<file path="src/rtl/seg_scan_controller_if.sv">
// Bus between the digit source and seg_scan_controller: packed digits and controls
// in, anode/nibble/frame-sync out.
interface seg_scan_controller_if;
  logic [31:0] digits;
  logic        load;
  logic [7:0]  en_mask;
  logic        lz_blank;
  logic [7:0]  an;
  logic [3:0]  bcd;
  logic        frame_start;

  modport master (
    output digits, load, en_mask, lz_blank,
    input  an, bcd, frame_start
  );

  modport slave (
    input  digits, load, en_mask, lz_blank,
    output an, bcd, frame_start
  );
endinterface

</file>
<file path="src/rtl/seg_scan_controller.sv">
// Time-multiplexed scan of eight packed BCD digits onto a common-anode display, with
// inter-digit blanking, masking, leading-zero suppression and frame-synchronous updates.
module seg_scan_controller #(
  parameter int unsigned REFRESH_DIV  = 100000,
  parameter int unsigned BLANK_CYCLES = 1000,
  parameter int unsigned CNT_W        = 17
) (
  input logic                 clk,
  input logic                 rst_n,
  seg_scan_controller_if.slave bus
);

  typedef enum logic [0:0] {StBlank, StShow} state_e;

  localparam logic [CNT_W-1:0] ShowLast  = CNT_W'(REFRESH_DIV - 1);
  localparam logic [CNT_W-1:0] BlankLast = CNT_W'((BLANK_CYCLES == 0) ? 0 : BLANK_CYCLES - 1);
  localparam logic [CNT_W-1:0] CntOne    = CNT_W'(1);

  state_e           state_q, state_d;
  logic [2:0]       idx_q, idx_d;
  logic [CNT_W-1:0] cnt_q, cnt_d;
  logic [31:0]      active_q, active_d;
  logic [31:0]      pending_q, pending_d;
  logic             pend_valid_q, pend_valid_d;
  logic [7:0]       an_q, an_d;
  logic [3:0]       bcd_q, bcd_d;
  logic             frame_start_q, frame_start_d;

  logic             phase_done;
  logic             swap;
  logic [4:0]       shift;
  logic [3:0]       digit_nib;
  logic             upper_zero;
  logic             suppress;

  always_ff @(posedge clk or negedge rst_n) begin
    if (!rst_n) begin
      state_q       <= StBlank;
      idx_q         <= 3'd0;
      cnt_q         <= '0;
      active_q      <= 32'h0;
      pending_q     <= 32'h0;
      pend_valid_q  <= 1'b0;
      an_q          <= 8'hFF;
      bcd_q         <= 4'hF;
      frame_start_q <= 1'b0;
    end else begin
      state_q       <= state_d;
      idx_q         <= idx_d;
      cnt_q         <= cnt_d;
      active_q      <= active_d;
      pending_q     <= pending_d;
      pend_valid_q  <= pend_valid_d;
      an_q          <= an_d;
      bcd_q         <= bcd_d;
      frame_start_q <= frame_start_d;
    end
  end

  always_comb begin
    state_d       = state_q;
    idx_d         = idx_q;
    cnt_d         = cnt_q + CntOne;
    active_d      = active_q;
    pending_d     = pending_q;
    pend_valid_d  = pend_valid_q;
    an_d          = 8'hFF;
    bcd_d         = 4'hF;
    frame_start_d = 1'b0;
    phase_done    = 1'b0;
    swap          = 1'b0;

    unique case (state_q)
      StBlank: begin
        phase_done = (BLANK_CYCLES == 0) || (cnt_q == BlankLast);
        if (phase_done) begin
          state_d = StShow;
          cnt_d   = '0;
        end
      end
      StShow: begin
        phase_done = (cnt_q == ShowLast);
        if (phase_done) begin
          idx_d   = idx_q + 3'd1;
          cnt_d   = '0;
          state_d = (BLANK_CYCLES == 0) ? StShow : StBlank;
          swap    = (idx_q == 3'd7);
        end
      end
      default: begin
        state_d = StBlank;
        idx_d   = 3'd0;
        cnt_d   = '0;
      end
    endcase

    // A load on the swap edge bypasses the pending buffer so it lands in the next frame.
    if (swap) begin
      if (bus.load) begin
        active_d     = bus.digits;
        pend_valid_d = 1'b0;
      end else if (pend_valid_q) begin
        active_d     = pending_q;
        pend_valid_d = 1'b0;
      end
    end else if (bus.load) begin
      pending_d    = bus.digits;
      pend_valid_d = 1'b1;
    end

    // Outputs are registered, so they are derived from the next state and next buffer.
    shift      = {idx_d, 2'b00};
    digit_nib  = active_d[shift +: 4];
    upper_zero = ((active_d >> shift) == 32'h0);
    suppress   = !bus.en_mask[idx_d] || (bus.lz_blank && (idx_d != 3'd0) && upper_zero);

    if (state_d == StShow) begin
      if (!suppress) begin
        an_d  = ~(8'b1 << idx_d);
        bcd_d = digit_nib;
      end
      frame_start_d = (idx_d == 3'd0) && ((state_q == StBlank) || (idx_q != 3'd0));
    end
  end

  assign bus.an          = an_q;
  assign bus.bcd         = bcd_q;
  assign bus.frame_start = frame_start_q;

endmodule

</file>
<file path="src/flat_wrapper.sv">
// flat-port wrapper written by rule: the top's interface ports become plain ports
module seg_scan_controller_flat 
#(
  parameter int unsigned REFRESH_DIV  = 100000,
  parameter int unsigned BLANK_CYCLES = 1000,
  parameter int unsigned CNT_W        = 17
)
  (clk, rst_n, bus_digits, bus_load, bus_en_mask, bus_lz_blank, bus_an, bus_bcd, bus_frame_start);
  seg_scan_controller_if bus_i ();
  input logic clk;
  input logic rst_n;
  input wire logic [$bits(bus_i.digits)-1:0] bus_digits;
  input wire logic [$bits(bus_i.load)-1:0] bus_load;
  input wire logic [$bits(bus_i.en_mask)-1:0] bus_en_mask;
  input wire logic [$bits(bus_i.lz_blank)-1:0] bus_lz_blank;
  output wire logic [$bits(bus_i.an)-1:0] bus_an;
  output wire logic [$bits(bus_i.bcd)-1:0] bus_bcd;
  output wire logic [$bits(bus_i.frame_start)-1:0] bus_frame_start;
  assign bus_i.digits = bus_digits;
  assign bus_i.load = bus_load;
  assign bus_i.en_mask = bus_en_mask;
  assign bus_i.lz_blank = bus_lz_blank;
  assign bus_an = bus_i.an;
  assign bus_bcd = bus_i.bcd;
  assign bus_frame_start = bus_i.frame_start;
  seg_scan_controller #(.REFRESH_DIV(REFRESH_DIV), .BLANK_CYCLES(BLANK_CYCLES), .CNT_W(CNT_W)) u_core (.clk(clk), .rst_n(rst_n), .bus(bus_i));
endmodule
</file>
<file path="config.mk">
export PLATFORM = sky130hd
export DESIGN_NAME = seg_scan_controller_flat
export DESIGN_NICKNAME = d
export VERILOG_FILES = /design/src/rtl/seg_scan_controller_if.sv /design/src/rtl/seg_scan_controller.sv /design/src/flat_wrapper.sv
export SDC_FILE = /design/constraint.sdc
export NUM_CORES = 1
export LEC_CHECK = 0
export ABC_AREA = 1
export BUFFER_PORTS_ARGS = -buffer_cell sky130_fd_sc_hd__buf_4
export CAP_MARGIN = 20
export CELL_PAD_IN_SITES_DETAIL_PLACEMENT = 2
export CELL_PAD_IN_SITES_GLOBAL_PLACEMENT = 2
export CORE_MARGIN = 2
export CORE_UTILIZATION = 25
export CTS_BUF_LIST = sky130_fd_sc_hd__clkbuf_8
export CTS_CLUSTER_DIAMETER = 150
export DETAILED_ROUTE_END_ITERATION = 12
export PLACE_DENSITY_LB_ADDON = 0.2
export SLEW_MARGIN = 40
export SYNTH_ARGS = -nofsm -noshare
export SYNTH_HDL_FRONTEND = slang
export SYNTH_SLANG_ARGS = --single-unit
</file>
<file path="constraint.sdc">
create_clock -name clk -period 5.6 [get_ports clk]
set_input_delay 0.84 -clock clk [delete_from_list [all_inputs] [get_ports clk]]
set_output_delay 0.84 -clock clk [all_outputs]
set_load 0.1 [all_outputs]
</file>
### After elaboration in Yosys (flattened, before gate mapping)

Index checks and enable logic that the tools add are counted.

| operators by class | value |
|---|---|
| add/sub/neg operators | 2 |
| multiply operators | 0 |
| div/mod/pow operators | 0 |
| magnitude comparators | 1 |
| equality and inequality tests | 3 |
| shift-type cells | 3 |
| muxes and demuxes | 22 |
| bitwise operators | 3 |
| reductions and logical operators | 12 |

Operators with widths:

| operator | number |
|---|---|
| $mux 32 | 3 |
| $mux 17 | 2 |
| $pmux 17 s2 | 1 |
| $logic_not 32->1 | 1 |
| $shiftx 32x6->4 | 1 |
| $shr 32x5->32 | 1 |
| $add 17x1->17 const B | 1 |
| $eq 17x10->1 const B | 1 |
| $eq 17x17->1 const B | 1 |
| $mux 8 | 2 |
| $mux 1 | 8 |
| $mux 4 | 2 |
| $not 8->8 | 1 |
| $shl 1x3->8 const A | 1 |
| $mux 3 | 2 |
| $reduce_bool 3->1 | 2 |
| $lt 3x4->1 const B | 1 |
| $add 3x1->3 const B | 1 |
| $bmux 1 s3 | 1 |
| $eq 3x3->1 const B | 1 |
| $logic_and 1x1->1 | 3 |
| $logic_not 3->1 | 1 |
| $logic_or 1x1->1 | 2 |
| $not 1->1 | 2 |
| 4 further kinds | 4 |

| storage, ports and cells | value |
|---|---|
| register bits after elaboration | 99 |
| latch bits | 0 |
| RAM bits | 0 |
| ROM bits | 0 |
| bits of input ports | 44 |
| word-level logic and storage cells | 55 |
| memories kept | 0 |

### Longest topological paths before layout

| depth | value |
|---|---|
| word-level depth | 10 |
| gate-level depth with buffers | 21 |
| gate-level depth less buffers | 19 |

### Least setup slack after synthesis

OpenSTA, ideal clock, no wires.

| timing path | value |
|---|---|
| kind | input -> register |
| from | in bus_load |
| to | reg u_core.an_q[2], in the netlist u_core.bus.an[2] |
| arrival time | 2.389 ns |
| required time | 5.536 ns |
| path slack | 3.147 ns |
| stages | 15 |
| path buffers | 2 |
| cell sequence | inv_1 > buf_1 > o211ai_1 > nand3_1 > nand2_1 > o21ai_0 > nand2_1 > nand2_1 > nand2_1 > nor2_1 > nand3_1 > nand2_1 > nand3_2 > buf_6 > nand3_1 |

| on the way | value |
|---|---|
| longest elaborated chain between the ends | 8 |

RTL lines:

| element | line | source |
|---|---|---|
| start: declaration | flat_wrapper.sv:13 | `input wire logic [$bits(bus_i.load)-1:0] bus_load;` |
| $mux 32 | seg_scan_controller.sv:99 | `if (bus.load) begin` |
| $mux 32 | seg_scan_controller.sv:98 | `if (swap) begin` |
| named net u_core.active_d[28] | seg_scan_controller.sv:22 | `logic [31:0] active_q, active_d;` |
| $shr 32x5->32 | seg_scan_controller.sv:114 | `upper_zero = ((active_d >> shift) == 32'h0);` |
| $logic_not 32->1 | seg_scan_controller.sv:114 |  |
| $logic_and 1x1->1 | seg_scan_controller.sv:115 | `suppress = !bus.en_mask[idx_d] \|\| (bus.lz_blank && (idx_d != 3'd0) && upper_zero);` |
| $logic_or 1x1->1 | seg_scan_controller.sv:115 |  |
| $mux 8 | seg_scan_controller.sv:118 | `if (!suppress) begin` |
| $mux 8 | seg_scan_controller.sv:117 | `if (state_d == StShow) begin` |
| named net u_core.an_d[2] | seg_scan_controller.sv:25 | `logic [7:0] an_q, an_d;` |
| end signal: assignment | seg_scan_controller.sv:54 | `an_q <= an_d;` |
| end: declaration | seg_scan_controller.sv:25 |  |

The timed path passes the listed nets, and every way through them passes these cells.
A chain may end at the register's enable or synchronous reset.

### Worst setup path in the final report

| timing path | value |
|---|---|
| from | reg u_core.idx_q[0] |
| to | reg u_core.bcd_q[1], in the netlist u_core.bus.bcd[1] |

| on the way | value |
|---|---|
| longest elaborated chain between the ends | 10 |
| elaborated cells between the ends (all ways) | 19 |

RTL lines:

| element | line | source |
|---|---|---|
| start: declaration | seg_scan_controller.sv:20 | `logic [2:0] idx_q, idx_d;` |
| start signal: assignment | seg_scan_controller.sv:49 | `idx_q <= idx_d;` |
| parallel branches: the longest is 8 deep, another holds $add 3x1->3 | - |  |
| $mux 4 * | seg_scan_controller.sv:118 |  |
| $mux 4 * | seg_scan_controller.sv:117 |  |
| named net u_core.bcd_d[1] | seg_scan_controller.sv:26 | `logic [3:0] bcd_q, bcd_d;` |
| end signal: assignment | seg_scan_controller.sv:45 | `bcd_q <= 4'hF;` |
| end signal: assignment | seg_scan_controller.sv:55 | `bcd_q <= bcd_d;` |
| end: declaration | seg_scan_controller.sv:26 |  |

Mark *: on every way through the listed nets, which the timed path passes. The select of a mux whose other input is x is not followed.

==> impl_metrics.tcl <==
set metrics [dict create \
    period_share_pct 69.1 \
    number_of_flops_mapped_to_enable_cells_by_yosys 0 \
    groute.usage.overall_pct 16.3 \
    cp.buffers_inverters 2 \
    ctsRootBufferMaster "sky130_fd_sc_hd__clkbuf_8" \
    critPathRequiredTime_ns 5.91 \
    grt_pass1_vias 5674 \
    final_net_count 833 \
    synthTopCellsByArea "sky130_fd_sc_hd__dfrtp_1, sky130_fd_sc_hd__nand2_1, sky130_fd_sc_hd__inv_1, sky130_fd_sc_hd__nand3_1, sky130_fd_sc_hd__dfstp_2" \
    cp_max_delay_cell "sky130_fd_sc_hd__nand4_4" \
    layout.core_utilization_pct 29.3 \
    route.detailed.vias_per_inst 4.73 \
    yosysSeqAreaShare_pct 44.6 \
    synthCells 740 \
    power.density_nw_per_um2 203 \
    post-synth-top-area-fraction_pct 39.0 \
    die_height_um 154 \
    hold_buffers 0 \
    globalplace.congestion 0.754 \
    syn_avg_cell_area_um2 7.55 \
    path_max_fanout 35 \
    floorplan.die.width_um 154 \
    total_number_of_h_tree_levels 3 \
    post-route-min-period_ns 3.87 \
    netlist_area_um2 5590 \
    drtIter0Drc 173 \
    netlist_top_cells_count "sky130_fd_sc_hd__nand2_1, sky130_fd_sc_hd__inv_1, sky130_fd_sc_hd__dfrtp_1, sky130_fd_sc_hd__nor2_1, sky130_fd_sc_hd__nand3_1" \
    postSynth.asyncResetShare_pct 100 \
    worst-setup-path-type "flip-flop to flip-flop" \
    yosys_warnings 0 \
    diodes 0 \
    worst_hold_slack_ns 0.462 \
    cp_top_family "simple AND/OR/NAND/NOR gates" \
    tritoncts.num_buffers 9 \
    ios 57 \
    clkTransAtPathRegs_ns 0.09 \
    clk_path_buf_depth 2 \
    post_cts.repair.setup_buffers 0 \
    max_slew.worst_pin.slew_ns 0.794 \
    cp.arrival_ns 4.18 \
    floorplan_row_count 54 \
    average_detailed_routed_wire_length_per_instance_um 17.4 \
    core_area_um2 21900 \
    ys.flop_type "sky130_fd_sc_hd__dfrtp_1" \
    drtPass1Iterations 6 \
    worst_slew_margin_rel_pct 46.8 \
    ir_drop_mv 0.0843 \
    initial_core_utilization_pct 25.5 \
    ant_nets 0 \
    number_of_resized_instances_in_the_post_cts_repair_step 0 \
    detail_route.drc_violations 0 \
    synth.lib_cells_used.distinct 41 \
    worst_path_cell_chain "ha_1 -> ha_1 -> nand2_1 -> clkinv_1 -> nand4_4 -> nor2_1 -> o21ai_0 -> nand2_1 -> nand2_1 -> nand3_1 -> nand2_1 -> nand2_1 -> inv_1 -> nand2_1 -> nor2_1 -> nand3_2 -> nand3_1" \
    clkSinkCount 99 \
    port_buffer_count 56 \
    rsz_0062_raised_after_global_routing "no" \
    synth_most_common_cell "sky130_fd_sc_hd__nand2_1" \
    final.setup_skew_ns 0.0134 \
    grt_first_pass_wirelength_um 30700 \
    drive_gt1_share_pct 15.7 \
    floorplan.die_area_um2 23600 \
    max_stage_delay_ns 0.74 \
    final-setup-viol-count 0 \
    timing.fmax_mhz 258 \
    postSynthNetCount 788 \
    static-leakage-power_nw 3.24 \
    clock_tree_from_tritoncts "built" \
    maxCapViolations 0 \
    setup_tns_ns 0 \
    hold_violations 0 \
    synth_top_cell_by_area "sky130_fd_sc_hd__dfrtp_1" \
    run_status "complete, no violations" \
    total_power_w 0.00130 \
    dp_hpwl_um 14000 \
    critical-path-top-cell-by-count "sky130_fd_sc_hd__nand2_1" \
    ffs_latches_synth 99 \
    timing.final.max_slew_violations 0 \
    routed_wl_um 18600 \
    grt_max_degree 53 \
    critical_path.startpoint_type "flip-flop" \
    grt_antenna_before_repair 0 \
    cp-end-kind "flip-flop" \
    grt_overflow 0 \
    hold_path.class "flip-flop to flip-flop" \
    flow.area_growth_from_synthesis_pct 14.7 \
    worst_skew_pair_latency_ns 0.38 \
    vias 5063 \
]
==> state kept, by name (all words and copies together), names as in the netlist <==
register and flops:
u_core.active_q 32, u_core.bus.an 8, u_core.bus.bcd 4, u_core.bus.frame_start 1, u_core.cnt_q 17, u_core.idx_q 3
u_core.pend_valid_q 1, u_core.pending_q 32, u_core.state_q 1
==> layer usage <==
layer,vias to the layer above,track usage (%),wire length (um)
met5,-,0,0
met4,0,3.45,171
met3,11,2.56,336
met2,37,29.6,9670
met1,2566,20.3,8430
li1,2449,-,-
==> cells by family after synthesis <==
family,share of synthesized area [%]
simple gates,30.1
compound gates,9.31
buf+inv,10.3
mux,4.37
flops,44.6
fa+ha+maj,0.895
xor+xnor,0.470
==> worst paths after layout <==
check | from | endpoint | slack [ns] | depth (start not counted)
hold reg to reg | u_core.cnt_q[0] | u_core.cnt_q[0] | 0.46 | 1
setup / recovery | u_core.idx_q[0] | u_core.bus.bcd[1] | 1.73 | 17
hold / removal | u_core.cnt_q[0] | u_core.cnt_q[0] | 0.46 | 1
setup reg to reg | u_core.idx_q[0] | u_core.bus.bcd[1] | 1.73 | 17
min in group asynchronous | rst_n | u_core.pending_q[18] | 0.48 | 1
max in group asynchronous | rst_n | u_core.cnt_q[8] | 3.93 | 2
==> final cells by class <==
cell class	count	area [um^2]
clock buffer	10	138
fill	2598	15500
clock inverter	6	26.3
sequential	99	2490
inverter	108	405
multi-input combinational	505	2530
timing repair buffer	62	465
tap	280	350
==> cell usage in the layout, fill, tap and decap left out, types with 4 or more instances in the layout <==
master	n
sky130_fd_sc_hd__nand3_1	66
sky130_fd_sc_hd__a21oi_1	18
sky130_fd_sc_hd__inv_1	107
sky130_fd_sc_hd__nand2_1	212
sky130_fd_sc_hd__nor2_1	69
sky130_fd_sc_hd__clkbuf_8	10
sky130_fd_sc_hd__nand2_2	5
sky130_fd_sc_hd__mux2_2	19
sky130_fd_sc_hd__inv_2	4
sky130_fd_sc_hd__o21ai_0	34
sky130_fd_sc_hd__dfrtp_1	87
sky130_fd_sc_hd__o221ai_1	6
sky130_fd_sc_hd__o22ai_1	9
sky130_fd_sc_hd__nor3_1	8
sky130_fd_sc_hd__dfstp_2	12
sky130_fd_sc_hd__nand4_1	11
sky130_fd_sc_hd__ha_1	4
sky130_fd_sc_hd__o21ai_1	11
sky130_fd_sc_hd__buf_4	62
==> metrics by stage <==
step | instances | cell area [um^2] | setup slack [ns]
after floorplan | 740 | 5590 | 3.15
after global placement | 1054 | 6240 | 1.57
after detailed placement | 1054 | 6240 | 1.37
after CTS | 1070 | 6410 | 1.69
after global routing | 1070 | 6410 | 1.29
final | 1070 | 6410 | 1.73
==> power breakdown <==
| part | leakage [nW] | internal (W) | switching, W |
|---|---|---|---|
| clock network | 0.0949 | 0.000167 | 0.000258 |
| registers | 1.21 | 0.000740 | 0.0000133 |
| logic | 1.93 | 0.0000536 | 0.0000693 |
No activity file was read; power rests on OpenSTA's default activity.
